===== src/rtl/grade_pkg.sv =====
// Shared grade types and limits for the grade entry and 7-seg display stages.
// Clamp helpers keep the limit check in one place.
package grade_pkg;

  localparam int unsigned NBITS_NOTA = 4;
  localparam int unsigned MAX_NOTA   = 10;

  typedef logic [NBITS_NOTA-1:0] nota_t;

  typedef enum logic [2:0] {
    IDLE,
    DB_PRESS,
    CAPTURE,
    WAIT_REL,
    DB_REL
  } entry_state_t;

  function automatic logic nota_over(input nota_t v);
    return v > nota_t'(MAX_NOTA);
  endfunction

  function automatic nota_t nota_clamp(input nota_t v);
    return nota_over(v) ? nota_t'(MAX_NOTA) : v;
  endfunction

endpackage


===== src/rtl/debounce_fsm.sv =====
// Two-flop synchronisers for the raw button and switches, plus the debounce FSM
// that yields exactly one capture pulse per debounced press.
module debounce_fsm
  import grade_pkg::*;
#(
  parameter int unsigned DEBOUNCE_CYCLES = 4
) (
  input  logic                  clk_2,
  input  logic                  rst_n,
  input  logic [NBITS_NOTA-1:0] sw_nota,
  input  logic                  btn_load,
  output logic [NBITS_NOTA-1:0] sw_s,
  output logic                  capture,
  output logic                  busy
);

  localparam int unsigned CntW = $clog2(DEBOUNCE_CYCLES + 1);
  localparam logic [CntW-1:0] CntMax = CntW'(DEBOUNCE_CYCLES);
  localparam logic [CntW-1:0] CntOne = CntW'(1);

  logic         btn_meta_q, btn_s_q;
  nota_t        sw_meta_q, sw_s_q;
  entry_state_t state_q, state_d;
  logic [CntW-1:0] cnt_q, cnt_d;

  always_ff @(posedge clk_2 or negedge rst_n) begin
    if (!rst_n) begin
      btn_meta_q <= 1'b0;
      btn_s_q    <= 1'b0;
      sw_meta_q  <= '0;
      sw_s_q     <= '0;
    end else begin
      btn_meta_q <= btn_load;
      btn_s_q    <= btn_meta_q;
      sw_meta_q  <= sw_nota;
      sw_s_q     <= sw_meta_q;
    end
  end

  always_ff @(posedge clk_2 or negedge rst_n) begin
    if (!rst_n) begin
      state_q <= IDLE;
      cnt_q   <= '0;
    end else begin
      state_q <= state_d;
      cnt_q   <= cnt_d;
    end
  end

  // A level change always wins over a counter that has just reached its limit.
  always_comb begin
    state_d = state_q;
    cnt_d   = cnt_q;
    unique case (state_q)
      IDLE: begin
        if (btn_s_q) begin
          state_d = DB_PRESS;
          cnt_d   = CntOne;
        end
      end
      DB_PRESS: begin
        if (!btn_s_q) begin
          state_d = IDLE;
          cnt_d   = '0;
        end else if (cnt_q == CntMax) begin
          state_d = CAPTURE;
          cnt_d   = '0;
        end else begin
          cnt_d = cnt_q + CntOne;
        end
      end
      CAPTURE: begin
        state_d = WAIT_REL;
        cnt_d   = '0;
      end
      WAIT_REL: begin
        if (!btn_s_q) begin
          state_d = DB_REL;
          cnt_d   = CntOne;
        end
      end
      DB_REL: begin
        if (btn_s_q) begin
          state_d = WAIT_REL;
          cnt_d   = '0;
        end else if (cnt_q == CntMax) begin
          state_d = IDLE;
          cnt_d   = '0;
        end else begin
          cnt_d = cnt_q + CntOne;
        end
      end
      default: begin
        state_d = IDLE;
        cnt_d   = '0;
      end
    endcase
  end

  assign sw_s    = sw_s_q;
  assign capture = (state_q == CAPTURE);
  assign busy    = (state_q != IDLE);

endmodule


===== src/rtl/grade_entry.sv =====
// Grade entry stage: debounced load button captures the switch grade, clamps it and
// registers it for the display. Define GRADE_AVG_EN to output a rounded 4-capture average.
module grade_entry
  import grade_pkg::*;
#(
  parameter int unsigned DEBOUNCE_CYCLES = 4
) (
  input  logic                  clk_2,
  input  logic                  rst_n,
  input  logic [NBITS_NOTA-1:0] sw_nota,
  input  logic                  btn_load,
  output logic [NBITS_NOTA-1:0] nota,
  output logic                  nota_valid,
  output logic                  nota_stb,
  output logic                  clamped,
  output logic                  busy
);

  nota_t sw_s;
  logic  capture;

  debounce_fsm #(
    .DEBOUNCE_CYCLES(DEBOUNCE_CYCLES)
  ) u_debounce_fsm (
    .clk_2   (clk_2),
    .rst_n   (rst_n),
    .sw_nota (sw_nota),
    .btn_load(btn_load),
    .sw_s    (sw_s),
    .capture (capture),
    .busy    (busy)
  );

  nota_t cap_val;
  logic  cap_over;
  nota_t new_nota;

  assign cap_over = nota_over(sw_s);
  assign cap_val  = nota_clamp(sw_s);

`ifdef GRADE_AVG_EN
  // Slot 0 holds the newest capture; the first capture after reset primes every slot.
  nota_t [3:0] hist_q, hist_d;
  logic  [5:0] sum4;
  logic  [5:0] rounded;

  always_comb begin
    hist_d = hist_q;
    if (capture) begin
      if (!nota_valid) begin
        hist_d = {4{cap_val}};
      end else begin
        hist_d = {hist_q[2:0], cap_val};
      end
    end
  end

  assign sum4     = 6'(hist_d[0]) + 6'(hist_d[1]) + 6'(hist_d[2]) + 6'(hist_d[3]);
  assign rounded  = sum4 + 6'd2;
  assign new_nota = nota_t'(rounded >> 2);

  always_ff @(posedge clk_2 or negedge rst_n) begin
    if (!rst_n) begin
      hist_q <= '0;
    end else begin
      hist_q <= hist_d;
    end
  end
`else
  assign new_nota = cap_val;
`endif

  nota_t nota_q, nota_d;
  logic  valid_q, valid_d;
  logic  clamped_q, clamped_d;
  logic  stb_q;

  always_comb begin
    nota_d    = nota_q;
    valid_d   = valid_q;
    clamped_d = clamped_q;
    if (capture) begin
      nota_d    = new_nota;
      valid_d   = 1'b1;
      clamped_d = cap_over;
    end
  end

  always_ff @(posedge clk_2 or negedge rst_n) begin
    if (!rst_n) begin
      nota_q    <= '0;
      valid_q   <= 1'b0;
      clamped_q <= 1'b0;
      stb_q     <= 1'b0;
    end else begin
      nota_q    <= nota_d;
      valid_q   <= valid_d;
      clamped_q <= clamped_d;
      stb_q     <= capture;
    end
  end

  assign nota       = nota_q;
  assign nota_valid = valid_q;
  assign clamped    = clamped_q;
  assign nota_stb   = stb_q;

endmodule


===== config.mk =====
export PLATFORM = sky130hd
export DESIGN_NAME = grade_entry
export DESIGN_NICKNAME = d
export VERILOG_FILES = /design/src/rtl/grade_pkg.sv /design/src/rtl/debounce_fsm.sv /design/src/rtl/grade_entry.sv
export SDC_FILE = /design/constraint.sdc
export NUM_CORES = 1
export LEC_CHECK = 0
export BUFFER_PORTS_ARGS = -buffer_cell sky130_fd_sc_hd__buf_4
export CAP_MARGIN = 20
export CORE_ASPECT_RATIO = 1.2
export CORE_MARGIN = 4
export CORE_UTILIZATION = 40
export CTS_CLUSTER_SIZE = 16
export DETAILED_ROUTE_END_ITERATION = 8
export HOLD_SLACK_MARGIN = 0.05
export PLACE_DENSITY = 0.71
export SETUP_SLACK_MARGIN = 0.2
export SLEW_MARGIN = 15
export SYNTH_ARGS = -nofsm -noshare
export SYNTH_HDL_FRONTEND = slang
export SYNTH_SLANG_ARGS = --single-unit

===== constraint.sdc =====
create_clock -name clk_2 -period 3.6 [get_ports clk_2]
set_input_delay 0.36 -clock clk_2 [delete_from_list [all_inputs] [get_ports clk_2]]
set_output_delay 0.36 -clock clk_2 [all_outputs]
set_load 0.02 [all_outputs]

# Word-level counts from Yosys, hierarchy flattened
# Index checks and enable logic that the tools add are counted.
# word_totals
register_bits,23
input_bits,7
# classes
add_sub_neg,1
order_cmp,1
eq_ne,9
n_mux,13
reduce_logical,4
# op_table
cell,n
$mux 3,10
$pmux 3 s5,1
$pmux 3 s4,1
$eq 3x2->1 const B,2
$eq 3x3->1 const B,2
$gt 4x4->1 const B,1
$mux 4,1
$reduce_and 4->1,1
$add 3x1->3 const B,1
$eq 3x1->1 const B,1
$logic_not 3->1,1
$ne 3x1->1 const B,1
$ne 3x3->1 const B,1
$reduce_bool 3->1,1
$ne 2x1->1 const B,1
$ne 2x2->1 const B,1
$reduce_and 2->1,1

# Depth between registers and ports, before layout
# Gate-level depths: netlist (run 1).
# depth
ltp_word,4
ltp_mapped,6

# By module
# From an unflattened synthesis (run 1), not the netlist that was laid out.
# hier_totals
cells_unflattened,82
area_unflattened_um2,978.4
# modules_own_cells
mod,instances,cells_per_inst,area_per_inst_um2
debounce_fsm,1,58,708.2
grade_entry,1,24,270.3

# Worst setup path after synthesis (run 1)
# OpenSTA, ideal clock, no wires.
# synth_path
path_type,register to register
from,register u_debounce_fsm.btn_s_q
to,register u_debounce_fsm.cnt_q[2]
setup_time_ns,0.066
t_arrival_ns,1.340
required_time_ns,3.534
setup_slack_ns,2.194
path_stages_with_launch,5
n_path_buf,1
cell_sequence,dfrtp_1 buf_6 or3b_4 a2111oi_4 a221o_1
# synth_via
elab_chain_len,2
# synth_rtl
item,line_no,rtl
from (decl),debounce_fsm.sv:21,"logic btn_meta_q, btn_s_q;"
from (signal assigned),debounce_fsm.sv:34,btn_s_q <= btn_meta_q;
$mux 3 (tied with other cells),debounce_fsm.sv:83,if (btn_s_q) begin
$pmux 3 s4 or $reduce_and 2->1 (tied branches),--,
to (signal assigned),debounce_fsm.sv:46,cnt_q <= cnt_d;
to (decl),debounce_fsm.sv:24,"logic [CntW-1:0] cnt_q, cnt_d;"
# Parallel ways exist; a longest one is shown, timed or not.
# A chain may end at the register's enable or synchronous reset.

# Final worst setup path (run 1)
# layout_path
from,register u_debounce_fsm.state_q[1]
to,output busy
# layout_via
elab_chain_len,1
# layout_rtl
item,line_no,rtl
from (decl),debounce_fsm.sv:23,"entry_state_t state_q, state_d;"
from (signal assigned),debounce_fsm.sv:45,state_q <= state_d;
$reduce_bool 3->1,debounce_fsm.sv:102,assign busy = (state_q != IDLE);
to (decl),grade_entry.sv:16,output logic busy
# No other way between the ends.

==> impl_summary.md, run 1 <==
Die
The number of top-level pins is 15. The floorplan step set the die height to 62.42 um. For this configuration, the core starts out at a cell density of 0.4237. Measured along the x axis, the die boundary spans 53.35 um. The die covers 3330 um^2. Row generation in the floorplan step produced 19 rows. The area of the core is 2330 um^2.

Run status
The run finished with clean final reports.

Synthesis
After synthesis, the cell types taking the most area are sky130_fd_sc_hd__dfrtp_1 (58%), sky130_fd_sc_hd__nand2_1 (4.2%), sky130_fd_sc_hd__a21oi_1 (3.0%). The most used flip-flop cell after synthesis is sky130_fd_sc_hd__dfrtp_1. The number of synthesized flops with an enable pin is 0.

The number of nets in the synthesized netlist is 93. After technology mapping, the gate count stands at 84. In this run the mean area of a mapped cell was 11.75 um^2. The largest total area in the synthesized netlist belongs to sky130_fd_sc_hd__dfrtp_1. The portion of the post-synthesis area used by sequential elements is 0.5830.

The share of synthesized area in the top cell type comes to 0.5830. In the synthesized netlist the async set-or-reset flop fraction comes to 1.000. The cell with the most instances after synthesis is sky130_fd_sc_hd__dfrtp_1. The summed instance area of the synthesized netlist is 987.2 um^2. For this run, the number of Yosys warnings is 0.

After synthesis the netlist holds a flip-flop and latch count of 23. The distinct cell type count of the synthesized netlist is 31. By count the netlist is led by sky130_fd_sc_hd__dfrtp_1 (23), sky130_fd_sc_hd__nand2_1 (11), sky130_fd_sc_hd__a21oi_1 (6).

Route
Summed over all layers, the routed wires come to 1568 um. After detailed routing, the average wire length per cell comes to 12.16 um. Before antenna repair, the detailed router went through 4 iterations. Dividing the detail-routed via count by the number of cells gives 4.977. The via count is 642. The post-detailed-route DRC marker count is 0. The first routing iteration left 14 violations. The count of nets left with antenna violations once routing finished came out at 0.

Clocking
The latest clock arrival within the worst-skew pair is 0.30 ns. The clock edge transition at the registers on the reported setup and hold paths is 0.13 ns. The maximum count of clock buffers along a single path is 2. The number of buffers inserted by post-CTS setup repair is 0. Counting every sink on the clock net gives 23. The count of hold-fix buffers inserted at cts is 1. TritonCTS built the clock tree. The number of buffers created by CTS is 3.

Once the clock tree was built, the resizer swapped 0 gates to a different size. The buffer cell driving the clock tree root is sky130_fd_sc_hd__clkbuf_4. The H-tree level count is 1.

Critical path
At the worst endpoint, the required time is 3.24 ns. Setup slack on the worst reg-to-reg path comes out at 2.04 ns. The sort of element at the end of the critical path is a primary output. The largest individual stage delay along the critical path comes from the cell sky130_fd_sc_hd__dfrtp_1. Traced cell by cell, the critical path runs through nor2_1, nand2_1, buf_4. The critical path in this run is classified as register to primary output. The arrival time at the worst endpoint is 1.37 ns. For this run, the slowest stage of the critical path takes 0.53 ns. On the critical path the largest part of the delay comes from flip-flops.

Of all nets on the critical path, the largest fanout is 11. The worst setup path is launched from a register. Together, buffers and inverters on the worst path number 1.

Placed design
The congestion estimate from routability-driven global placement came to 0.7969. The HPWL after detailed placement is 1150 um. In this run the cell area measured after placement is 1087 um^2. The worst setup slack before clock tree synthesis is 2.073 ns. The number of buffer cells added on primary ports is 14.

Global routing
The number of antenna violations at the first check in global routing is 0. The pin count of the biggest net entering global routing is 24. The total congestion overflow after global routing is 0.

The global-route usage over all layers is 0.1099. The first-pass GRT wire length is 2753 um. The via count of the first global-routing pass is 634.

Timing
The hold slack is 0.1545 ns. The achievable frequency is 577.8 MHz. Counting I/O delays and the setup requirement, the final critical path takes 1.731 ns. The worst max-slew margin expressed relative to the limit is 0.7597. Setup violations remaining at the end of the flow were counted as 0.

At the pin with the least slew margin, the transition time is 0.3604 ns. The worst clock skew is 0.001664 ns. The worst path meets setup with 1.869 ns of slack. Setup repair after global routing left no endpoint under its margin. The total negative slack is 0 ns. In the finished design, the share of the clock period the worst path needs comes to 0.4808.

The number of max-slew violations in the final report was 0. The count of endpoints failing hold in the final timing report is 0.

Cells and area
The number of nets in the finished design is 108. In the final layout, the share of cells above drive strength 1 is 0.2347. The area growth from synthesis to layout is 14.20%. With fillers left out, the area of the finished cells amounts to 1127 um^2. Fill cells in the final layout number 235. The number of diodes added for antenna fixing is 0.

Power
After layout, the design draws a total of 0.6600 mW. Summed over all nets, the switching power comes to 0.2204 mW. Of the total power, the share spent switching nets is 0.3340. The share of total power dissipated in sequential elements is 0.528. Of the total power, the clock network draws 0.179.

The leakage power is 0.5255 nW. The cell-internal power is 0.4395 mW. In this run the power density over the cells is 585.4 nW/um^2. The part of the power in combinational logic is 0.292.

The largest voltage drop on the vdd net is 288.7 uV.

Run
The tool flagged a number of max-cap violations equal to 0.

Hold path
The kind of path behind the tightest hold check is primary input to register.
[final timing paths]
path                                        startpoint                           to  depth (start not counted)
setup reg to reg               u_debounce_fsm.cnt_q[0]      u_debounce_fsm.cnt_q[2]                          5
max in group asynchronous                        rst_n    u_debounce_fsm.btn_meta_q                          2
min in group asynchronous                        rst_n      u_debounce_fsm.cnt_q[2]                          2
setup / recovery             u_debounce_fsm.state_q[1]                         busy                          3
hold / removal                              sw_nota[1]  u_debounce_fsm.sw_meta_q[1]                          1
hold reg to reg            u_debounce_fsm.sw_meta_q[0]       u_debounce_fsm.sw_s[0]                          0
[metal layers]
layer | global-route usage | up-vias | wire, um
met1 | 0.1285 | 313 | 713
met5 | 0 | - | 0
li1 | - | 318 | -
met2 | 0.1871 | 9 | 779
met4 | 0.05751 | 0 | 27
met3 | 0.01432 | 2 | 48
[cell families (layout without fill, tap and decap cells)]
family | after synthesis | after routing | synth area share
fa+ha+maj | 2 | 2 | 0.02534
compound gates | 21 | 21 | 0.1699
flops | 23 | 23 | 0.5830
simple gates | 27 | 27 | 0.1547
buf+inv | 11 | 25 | 0.06716
[cell type report]
class,instances,area (um^2),area share
Sequential cell,23,575.6,0.5105
Multi-Input combinational cell,50,345.3,0.3063
Timing Repair Buffer,15,115.1,0.1021
Tap cell,31,38.79,0.03441
Clock buffer,3,22.52,0.01998
Inverter,6,22.52,0.01998
Clock inverter,1,7.507,0.006659
[per-stage QoR]
step                  util  std cells
floorplan                -         84
global placement    0.4667        124
detailed placement  0.4667        124
CTS                 0.4839        129
global route        0.4839        129
finish              0.4839        129
[power by group through the flow]
| stage | logic, mW | registers (mW) | clock network [mW] |
|---|---|---|---|
| after global placement | 0.191 | 0.351 | 0 |
| after global routing | 0.215 | 0.357 | 0.138 |
| final | 0.193 | 0.349 | 0.118 |
| after floorplan | 0.0980 | 0.375 | 0 |
| after detailed placement | 0.195 | 0.354 | 0 |
| after CTS | 0.196 | 0.349 | 0.124 |
[flip-flops by register name, summed over array words and instances (netlist names)]
name	count
clamped	1
nota	4
nota_stb	1
nota_valid	1
u_debounce_fsm.btn_meta_q	1
u_debounce_fsm.btn_s_q	1
u_debounce_fsm.cnt_q	3
u_debounce_fsm.state_q	3
u_debounce_fsm.sw_meta_q	4
u_debounce_fsm.sw_s	4
[layout by cell type (no fill, tap or decap)]
cell | Yosys | layout
sky130_fd_sc_hd__or3b_1 | 1 | 1
sky130_fd_sc_hd__nand3b_1 | 4 | 4
sky130_fd_sc_hd__nand3_1 | 2 | 2
sky130_fd_sc_hd__or3_2 | 1 | 1
sky130_fd_sc_hd__dfrtp_1 | 23 | 23
sky130_fd_sc_hd__a2111oi_4 | 1 | 1
sky130_fd_sc_hd__nand2b_1 | 1 | 1
sky130_fd_sc_hd__nor2b_1 | 1 | 1
sky130_fd_sc_hd__inv_1 | 5 | 5
sky130_fd_sc_hd__o21ai_0 | 4 | 4
sky130_fd_sc_hd__nor4b_1 | 1 | 1
sky130_fd_sc_hd__and2_1 | 1 | 1
sky130_fd_sc_hd__o41ai_1 | 1 | 1
sky130_fd_sc_hd__a32oi_1 | 1 | 1
sky130_fd_sc_hd__ha_1 | 2 | 2
sky130_fd_sc_hd__clkinvlp_4 | 0 | 1
sky130_fd_sc_hd__or3b_4 | 1 | 1
sky130_fd_sc_hd__nand2_1 | 11 | 11
sky130_fd_sc_hd__a21oi_1 | 6 | 6
sky130_fd_sc_hd__a221o_1 | 1 | 1
sky130_fd_sc_hd__buf_4 | 2 | 14
sky130_fd_sc_hd__dlygate4sd3_1 | 0 | 1
sky130_fd_sc_hd__o211ai_1 | 1 | 1
sky130_fd_sc_hd__nor2_1 | 2 | 2
sky130_fd_sc_hd__inv_2 | 1 | 1
sky130_fd_sc_hd__and2b_2 | 1 | 1
sky130_fd_sc_hd__clkbuf_4 | 0 | 3
sky130_fd_sc_hd__a21boi_0 | 1 | 1
sky130_fd_sc_hd__a2111o_1 | 2 | 2
sky130_fd_sc_hd__a22o_1 | 2 | 2
sky130_fd_sc_hd__a21o_1 | 1 | 1
Power figures use the tool's default switching activity.
==> run 2, diff against run 1 <==
--- a/config.mk
+++ b/config.mk
@@ -5,6 +5,7 @@
 export SDC_FILE = /design/constraint.sdc
 export NUM_CORES = 1
 export LEC_CHECK = 0
+export ABC_AREA = 1
 export BUFFER_PORTS_ARGS = -buffer_cell sky130_fd_sc_hd__buf_4
 export CAP_MARGIN = 20
 export CORE_ASPECT_RATIO = 1.2
==> constraint.sdc (replaced) <==
create_clock -name clk_2 -period 1.74 [get_ports clk_2]
set_input_delay 0.174 -clock clk_2 [delete_from_list [all_inputs] [get_ports clk_2]]
set_output_delay 0.174 -clock clk_2 [all_outputs]
set_load 0.02 [all_outputs]
==> impl_summary.md, run 2 <==
Run status
Status: completed (unchanged).

Timing
Derived from the worst setup path, the maximum achievable clock frequency is 711.3 MHz. The hold slack is 0.2800 ns (was 0.1545 ns). The total negative slack is 0 ns (unchanged). In the finished design, the share of the clock period the worst path needs comes to 0.8080.

The setup-violating endpoint count in the final report is 0 (unchanged). The worst clock skew came to 0.002099 ns (was 0.001664 ns). Setup repair after global routing missed its margin: no (unchanged). The number of max-slew violations in the final report was 0 (unchanged). The count of endpoints failing hold in the final timing report is 0 (unchanged). The worst max-slew margin expressed relative to the limit is 0.8192 (was 0.7597). The post-layout minimum cycle time is 1.406 ns.

The slew at the pin closest to its max-slew limit came to 0.2712 ns (was 0.3604 ns).

Clocking
The number of buffers inserted by post-CTS setup repair is 0 (unchanged). The TritonCTS sink count came to 23 (unchanged). The number of buffers created by CTS was 3 (unchanged). The clock edge transition at the registers on the reported setup and hold paths is 0.12 ns (was 0.13 ns). The TritonCTS clock tree is yes (unchanged). The buffer cell driving the clock tree root is sky130_fd_sc_hd__clkbuf_4 (unchanged).

The maximum count of clock buffers along a single path is 2 (unchanged). The latest clock arrival within the worst-skew pair is 0.30 ns (about the same). The H-tree level count is 1 (unchanged).

Die
The effective utilization at floorplan is 0.4134 (was 0.4237). The die width is 52.34 um (was 53.35 um). The area of the core is 2282 um^2 (was 2330 um^2).

The number of placement rows is 19 (unchanged). The number of top-level pins is 15 (unchanged). The area of the die is 3203 um^2 (was 3330 um^2). The die height is 61.20 um (was 62.42 um).

Global routing
The first-pass GRT wire length was 2911 um (was 2753 um). The number of antenna violations at the first check in global routing came to 0 (unchanged). The pin count of the biggest net entering global routing is 24 (unchanged). The via count of the first global-routing pass is 702 (was 634). The global-route usage over all layers is 0.1238 (was 0.1099). The total congestion overflow after global routing was 0 (unchanged).

Power
The total power consumption of the routed design came to 1.686 mW (was 0.6600 mW). The cell-internal power is 1.023 mW (was 0.4395 mW). The total power per unit cell area came to 1443 nW/um^2 (was 585.4 nW/um^2).

The sequential share of power is 0.457 (was 0.528). The part of the power in combinational logic was 0.406 (was 0.292). The portion of total power attributed to the clock network is 0.137 (was 0.179).

The largest voltage drop on the vdd net is 721.8 uV (was 288.7 uV). The leakage power came to 0.6044 nW (was 0.5255 nW). The net switching power is 0.6631 mW (was 0.2204 mW). The switching share of power is 0.3933 (was 0.3340).

Synthesis
The distinct cell type count of the synthesized netlist is 18 (was 31). The post-synthesis share of cell area spent on and, or, nand and nor gates was 0.2679 (was 0.1546). Synth cell count leaders: sky130_fd_sc_hd__nand2_1 (25), sky130_fd_sc_hd__dfrtp_1 (23), sky130_fd_sc_hd__nand3_1 (11) (was sky130_fd_sc_hd__dfrtp_1 (23), sky130_fd_sc_hd__nand2_1 (11), sky130_fd_sc_hd__a21oi_1 (6)).

The primary flip-flop cell chosen by synthesis mapping is sky130_fd_sc_hd__dfrtp_1 (unchanged). The portion of the post-synthesis area used by sequential elements is 0.6101 (was 0.5830). The share of synthesized area spent on multiplexers was 0 (unchanged). The post-synth net total is 107 (was 93). The fraction of the mapped netlist area in compound gates is 0.04377 (was 0.1698). The summed instance area of the synthesized netlist came to 943.4 um^2 (was 987.2 um^2). The number of storage elements in the synthesis netlist is 23 (unchanged). The mean area per synthesized cell is 9.627 um^2 (was 11.75 um^2).

The share of async-settable or async-resettable flops after synthesis is 1.000 (unchanged). The number of instances in the synthesized netlist was 98 (was 84). The xor-xnor portion of the synthesized cell area is 0 (unchanged).

The post-synthesis share of cell area spent on full adders, half adders and majority gates is 0.02653 (was 0.02535). The dominant cell type by area after synthesis is sky130_fd_sc_hd__dfrtp_1 (unchanged). Largest cells by area after synthesis: sky130_fd_sc_hd__dfrtp_1 (61%), sky130_fd_sc_hd__nand2_1 (9.9%), sky130_fd_sc_hd__nand3_1 (5.8%) (was sky130_fd_sc_hd__dfrtp_1 (58%), sky130_fd_sc_hd__nand2_1 (4.2%), sky130_fd_sc_hd__a21oi_1 (3.0%)). The number of synthesized flops with an enable pin was 0 (unchanged). The fraction of synthesized cell area taken by the top area cell type was 0.6101 (was 0.5830).

The cell with the most instances after synthesis is sky130_fd_sc_hd__nand2_1 (was sky130_fd_sc_hd__dfrtp_1). The combinational family with the most area after synthesis is simple AND/OR/NAND/NOR gates (was compound AO/OA/AOI/OAI gates). The number of warnings reported in the yosys synthesis log was 0 (unchanged).

Route
The detailed router's first-iteration violation count is 11 (was 14). The via count is 725 (was 642). The routed wirelength normalized by instance count was 10.23 um (was 12.16 um). The total iterations of the first detailed-routing run is 4 (unchanged). The final antenna-violating net count is 0 (unchanged). The routed wire length is 1555 um (was 1568 um). The via density per instance is 4.770 (was 4.977). The post-detailed-route DRC marker count is 0 (unchanged).

Critical path
The startpoint type of the worst setup path is a register (unchanged). The classification of the worst setup path was register to primary output (unchanged). The sort of element at the end of the critical path was a primary output (unchanged). The arrival time at the worst endpoint came to 1.23 ns (was 1.37 ns). The worst setup path startpoint is u_debounce_fsm.state_q[1] (unchanged).

The minimum setup slack among reg-to-reg paths is 0.48 ns (was 2.04 ns). The endpoint of the worst register-to-register path is u_debounce_fsm.cnt_q[0] (was u_debounce_fsm.cnt_q[2]). The logic depth of the worst register-to-register path came to 9 (was 5).

The largest fanout on the critical path is 9 (was 11). The data required time of the worst path is 1.57 ns (was 3.24 ns). The critical register-to-register path startpoint is u_debounce_fsm.cnt_q[0] (unchanged).

Cells and area
The final standard cell utilization of the core is 0.5121 (was 0.4839). The area growth from synthesis to layout is 23.87% (was 14.20%). The final-layout fill cell count is 231 (was 235). The number of standard cells in the layout, taps in and fillers out was 152 (was 129).

Most frequent cells in the layout: sky130_fd_sc_hd__nand2_1 (25), sky130_fd_sc_hd__dfrtp_1 (22), sky130_fd_sc_hd__buf_4 (14) (was sky130_fd_sc_hd__dfrtp_1 (23), sky130_fd_sc_hd__buf_4 (14), sky130_fd_sc_hd__nand2_1 (11)). The most frequent standard cell in the layout excluding fill and tap cells is sky130_fd_sc_hd__nand2_1 (was sky130_fd_sc_hd__dfrtp_1). The number of nets in the finished design is 131 (was 108). The fraction of layout instances using a drive strength above 1 is 0.2645 (was 0.2347).

The number of diodes added for antenna fixing was 0 (unchanged).

Placed design
The HPWL after detailed placement is 1194 um (was 1150 um). The final weighted congestion in routability-driven placement is 0.8038 (was 0.7969). The number of cells after detailed placement came to 142 (was 124).

The number of buffer cells added on primary ports came to 14 (unchanged).

Run
The max capacitance violation total is 0 (unchanged).

Hold path
The kind of path behind the tightest hold check was primary input to asynchronous set/reset pin (was primary input to register).
==> run 2: cell types whose count changed in the layout (fill, tap and decap cells not counted), moves of 3 or more <==
cell,previous run,this run
sky130_fd_sc_hd__a21oi_1,6,1
sky130_fd_sc_hd__dlygate4sd3_1,1,6
sky130_fd_sc_hd__inv_2,1,5
sky130_fd_sc_hd__nand2_1,11,25
sky130_fd_sc_hd__nand2_2,0,5
sky130_fd_sc_hd__nand3_1,2,11
sky130_fd_sc_hd__nand3b_1,4,0
sky130_fd_sc_hd__nand4_1,0,3
sky130_fd_sc_hd__o21ai_0,4,0
sky130_fd_sc_hd__o21ai_1,0,4
==> run 2: how the worst max path moves through the flow <==
stage | endpoint
after detailed placement | u_debounce_fsm.cnt_q[0]
final | busy
after CTS | busy
after floorplan | u_debounce_fsm.state_q[0]
after global placement | u_debounce_fsm.cnt_q[0]
after global routing | busy
==> run 2: worst max-delay path: stages (launching register included) <==
cell                      delay (ns)
sky130_fd_sc_hd__dfrtp_2        0.49
sky130_fd_sc_hd__nor2_2         0.18
sky130_fd_sc_hd__nand2_2        0.10
sky130_fd_sc_hd__buf_4          0.17
==> run 2: stage by stage <==
stage	setup WS, ns	cell area [um^2]
4_1_cts	0.2792	1167
6_report	0.3341	1169
3_3_place_gp	0.5309	1080
5_1_grt	0.2411	1169
2_1_floorplan	0.5498	943.4
3_5_place_dp	0.4997	1080
==> run 2: layout make-up <==
cell class                      instances  area (um^2)  area share
Multi-Input combinational cell         63        319.1      0.2730
Clock buffer                            3        22.52     0.01927
Sequential cell                        23        576.8      0.4936
Clock inverter                          1        5.005    0.004283
Tap cell                               31        38.79     0.03319
Timing Repair Buffer                   20        165.2      0.1413
Inverter                               11        41.29     0.03533
==> run 2: cell families (layout without fill, tap and decap cells) <==
logic type      after synthesis  count (layout)
buf+inv                      12              35
simple gates                 54              54
fa+ha+maj                     2               2
flops                        23              23
compound gates                7               7
==> run 2: per-layer routing <==
metal	wire, um	vias up	GRT usage	part of all wire
met2	847	12	0.2199	0.54
met5	0	-	0	0
met3	51	2	0.02179	0.033
met1	637	344	0.1417	0.41
li1	-	367	-	-
met4	20	0	0.06569	0.013
==> run 2: what timing repair did <==
action,CTS,global route
endpoints found under the setup margin,0,1
hold endpoints to repair,28,0
hold buffers,6,0
resized for setup,0,1
==> run 2: power groups by stage <==
stage	clock network, mW	logic [mW]	registers, mW
CTS	0.245	0.697	0.773
detailed placement	0	0.683	0.784
global placement	0	0.672	0.775
floorplan	0	0.405	0.830
global route	0.273	0.780	0.794
finish	0.231	0.684	0.771
==> run 3, diff against run 2 <==
==> constraint.sdc (replaced) <==
create_clock -name clk_2 -period 1.34 [get_ports clk_2]
set_input_delay 0.134 -clock clk_2 [delete_from_list [all_inputs] [get_ports clk_2]]
set_output_delay 0.134 -clock clk_2 [all_outputs]
set_load 0.02 [all_outputs]
==> impl_summary.md, run 3 (synthesized netlist as in run 2, its figures left out) <==
Clocking
The maximum count of clock buffers along a single path is 2 (unchanged). The TritonCTS clock tree is yes (unchanged). The latest clock arrival within the worst-skew pair is 0.31 ns (was 0.30 ns). The clock edge transition at the registers on the reported setup and hold paths is 0.11 ns (was 0.12 ns). The number of buffers created by CTS is 3 (unchanged). The H-tree level count is 1 (unchanged). The TritonCTS sink count came to 23 (unchanged).

The buffer cell driving the clock tree root is sky130_fd_sc_hd__clkbuf_4 (unchanged).

Run status
Status: completed (unchanged).

Timing
The post-layout worst setup margin is 0.1095 ns (was 0.3341 ns). The count of endpoints failing hold in the final timing report is 0 (unchanged). The number of max-slew violations in the final report is 0 (unchanged). The worst max-slew margin expressed relative to the limit is 0.8159 (was 0.8192). The total negative slack is 0 ns (unchanged). The achievable frequency is 812.7 MHz. Setup repair after global routing missed its margin: yes (was no).

The worst clock skew is 0.004035 ns (was 0.002099 ns). The setup-violating endpoint count in the final report is 0 (unchanged). The slew at the pin closest to its max-slew limit came to 0.2761 ns (was 0.2712 ns). The post-route fraction of the period consumed by the critical path is 0.9183. The post-layout minimum cycle time is 1.231 ns.

Power
The total power consumption of the routed design came to 2.748 mW (was 1.686 mW). The net switching power is 1.125 mW (was 0.6631 mW). The sequential share of power came to 0.364 (was 0.457).

The switching share of power is 0.4095 (was 0.3933). The part of the power in combinational logic is 0.523 (was 0.406). The portion of total power attributed to the clock network came to 0.113 (was 0.137). The cell-internal power was 1.623 mW (was 1.023 mW).

The largest voltage drop on the vdd net was 1121 uV (was 721.8 uV). The total power per unit cell area is 1995 nW/um^2 (was 1443 nW/um^2). The leakage power was 0.6876 nW (was 0.6044 nW).

Cells and area
The number of nets in the finished design is 142 (was 131). The area of all placed cells without fillers is 1378 um^2 (was 1169 um^2). The combined flip-flop and latch cell area is 579.3 um^2 (was 576.8 um^2).

Most frequent cells in the layout: sky130_fd_sc_hd__buf_4 (22), sky130_fd_sc_hd__dfrtp_1 (20), sky130_fd_sc_hd__nand2_1 (19) (was sky130_fd_sc_hd__nand2_1 (25), sky130_fd_sc_hd__dfrtp_1 (22), sky130_fd_sc_hd__buf_4 (14)). The number of standard cells in the layout, taps in and fillers out was 163 (was 152). The area taken by multi-input logic gates is 421.7 um^2 (was 319.1 um^2).

The number of diodes added for antenna fixing came to 0 (unchanged). The fraction of layout instances using a drive strength above 1 came to 0.4470 (was 0.2645). The most frequent standard cell in the layout excluding fill and tap cells was sky130_fd_sc_hd__buf_4 (was sky130_fd_sc_hd__nand2_1). The final-layout fill cell count came to 199 (was 231). The area growth from synthesis to layout came to 46.02% (was 23.87%).

Global routing
The via count of the first global-routing pass is 822 (was 702). The global-route usage over all layers came to 0.1494 (was 0.1238). The pin count of the biggest net entering global routing was 24 (unchanged).

The total congestion overflow after global routing is 0 (unchanged). The first-pass GRT wire length is 3436 um (was 2911 um). The number of antenna violations at the first check in global routing came to 0 (unchanged).

Hold path
The kind of path behind the tightest hold check is primary input to asynchronous set/reset pin (unchanged).

Run
The max capacitance violation total is 0 (unchanged).

Route
The via count was 788 (was 725). The routed wirelength normalized by instance count was 13.01 um (was 10.23 um). The total iterations of the first detailed-routing run came to 4 (unchanged). The via density per instance was 4.834 (was 4.770). The detailed router's first-iteration violation count was 12 (was 11). The post-detailed-route DRC marker count came to 0 (unchanged).

The final antenna-violating net count came to 0 (unchanged). The routed wire length was 2121 um (was 1555 um).

Die
The area of the core is 2282 um^2 (unchanged). The die width is 52.34 um (unchanged). The number of placement rows is 19 (unchanged). The number of top-level pins is 15 (unchanged).

The effective utilization at floorplan is 0.4134 (unchanged). The die height is 61.20 um (unchanged). The area of the die is 3203 um^2 (unchanged).

Placed design
The number of cells after detailed placement was 143 (was 142). The HPWL after detailed placement was 1253 um (was 1194 um). The number of buffer cells added on primary ports came to 14 (unchanged).

The cell area after placement was 1097 um^2 (was 1080 um^2). The final weighted congestion in routability-driven placement is 0.7491 (was 0.8038). The worst setup slack before clock tree synthesis is 0.1021 ns (was 0.4997 ns).

Critical path
The classification of the worst setup path was register to primary output (unchanged). The largest fanout on the critical path is 2 (was 9). The data required time of the worst path is 1.21 ns (was 1.57 ns).

The buffers plus inverters on the worst setup path was 1 (unchanged). The cell class contributing the biggest share of worst-path delay was flip-flops (unchanged). The sort of element at the end of the critical path is a primary output (unchanged).

The startpoint type of the worst setup path is a register (unchanged). The library cell contributing the largest single delay on the critical path is sky130_fd_sc_hd__dfrtp_2 (unchanged). The largest stage delay on the critical path came to 0.45 ns (was 0.49 ns).

Series of cell instances along the critical path: nor2_4, nand2_4, buf_6 (was nor2_2, nand2_2, buf_4). The arrival time at the worst endpoint is 1.10 ns (was 1.23 ns).
-- run 3: timing repair --
| item | in CTS | in global routing |
|---|---|---|
| setup endpoints to repair | 11 | 12 |
| hold buffers | 6 | 0 |
| setup buffers | 8 | 2 |
| gates resized for setup | 17 | 16 |
| gates cloned | 0 | 0 |
| pin swaps | 4 | 9 |
| hold endpoints to repair | 28 | 0 |
-- run 3: worst paths after layout --
path | start | endpoint | slack (ns) | cells after the start
setup / recovery | u_debounce_fsm.state_q[1] | busy | 0.11 | 3
hold / removal | rst_n | u_debounce_fsm.state_q[2] | 0.23 | 2
setup reg to reg | u_debounce_fsm.state_q[0] | u_debounce_fsm.state_q[2] | 0.11 | 9
hold reg to reg | u_debounce_fsm.btn_meta_q | u_debounce_fsm.btn_s_q | 0.37 | 0
max in group asynchronous | rst_n | u_debounce_fsm.state_q[1] | 0.87 | 2
min in group clk_2 | u_debounce_fsm.btn_meta_q | u_debounce_fsm.btn_s_q | 0.37 | 0
-- run 3: stage by stage --
stage | utilization | hold slack, ns
floorplan | - | -0.1616
global placement | 0.4808 | 0.03907
detailed placement | 0.4808 | 0.03927
CTS | 0.5691 | 0.2325
global route | 0.6036 | 0.2400
finish | 0.6036 | 0.2329
-- run 3: per-layer routing --
layer / GRT usage / part of all wire / up-vias
met5: 0 / 0 / -
met4: 0.1131 / 0.025 / 0
met3: 0.02179 / 0.020 / 5
met2: 0.2695 / 0.58 / 10
met1: 0.1554 / 0.37 / 387
li1: - / - / 386
-- run 3: power groups by stage --
| stage | Sequential [mW] | Combinational (mW) | Clock, mW |
|---|---|---|---|
| 2_1_floorplan | 1.08 | 0.553 | 0 |
| 3_3_place_gp | 1.01 | 0.903 | 0 |
| 3_5_place_dp | 1.02 | 0.927 | 0 |
| 4_1_cts | 0.992 | 1.25 | 0.325 |
| 5_1_grt | 1.02 | 1.57 | 0.355 |
| 6_report | 1.00 | 1.44 | 0.311 |
-- run 3: layout make-up --
cell class,instances,share of cell area
clock inverter,1,0.003633
inverter,11,0.03724
clock buffer,3,0.01635
tap,31,0.02816
multi-input combinational,63,0.3061
timing repair buffer,31,0.1880
sequential,23,0.4205
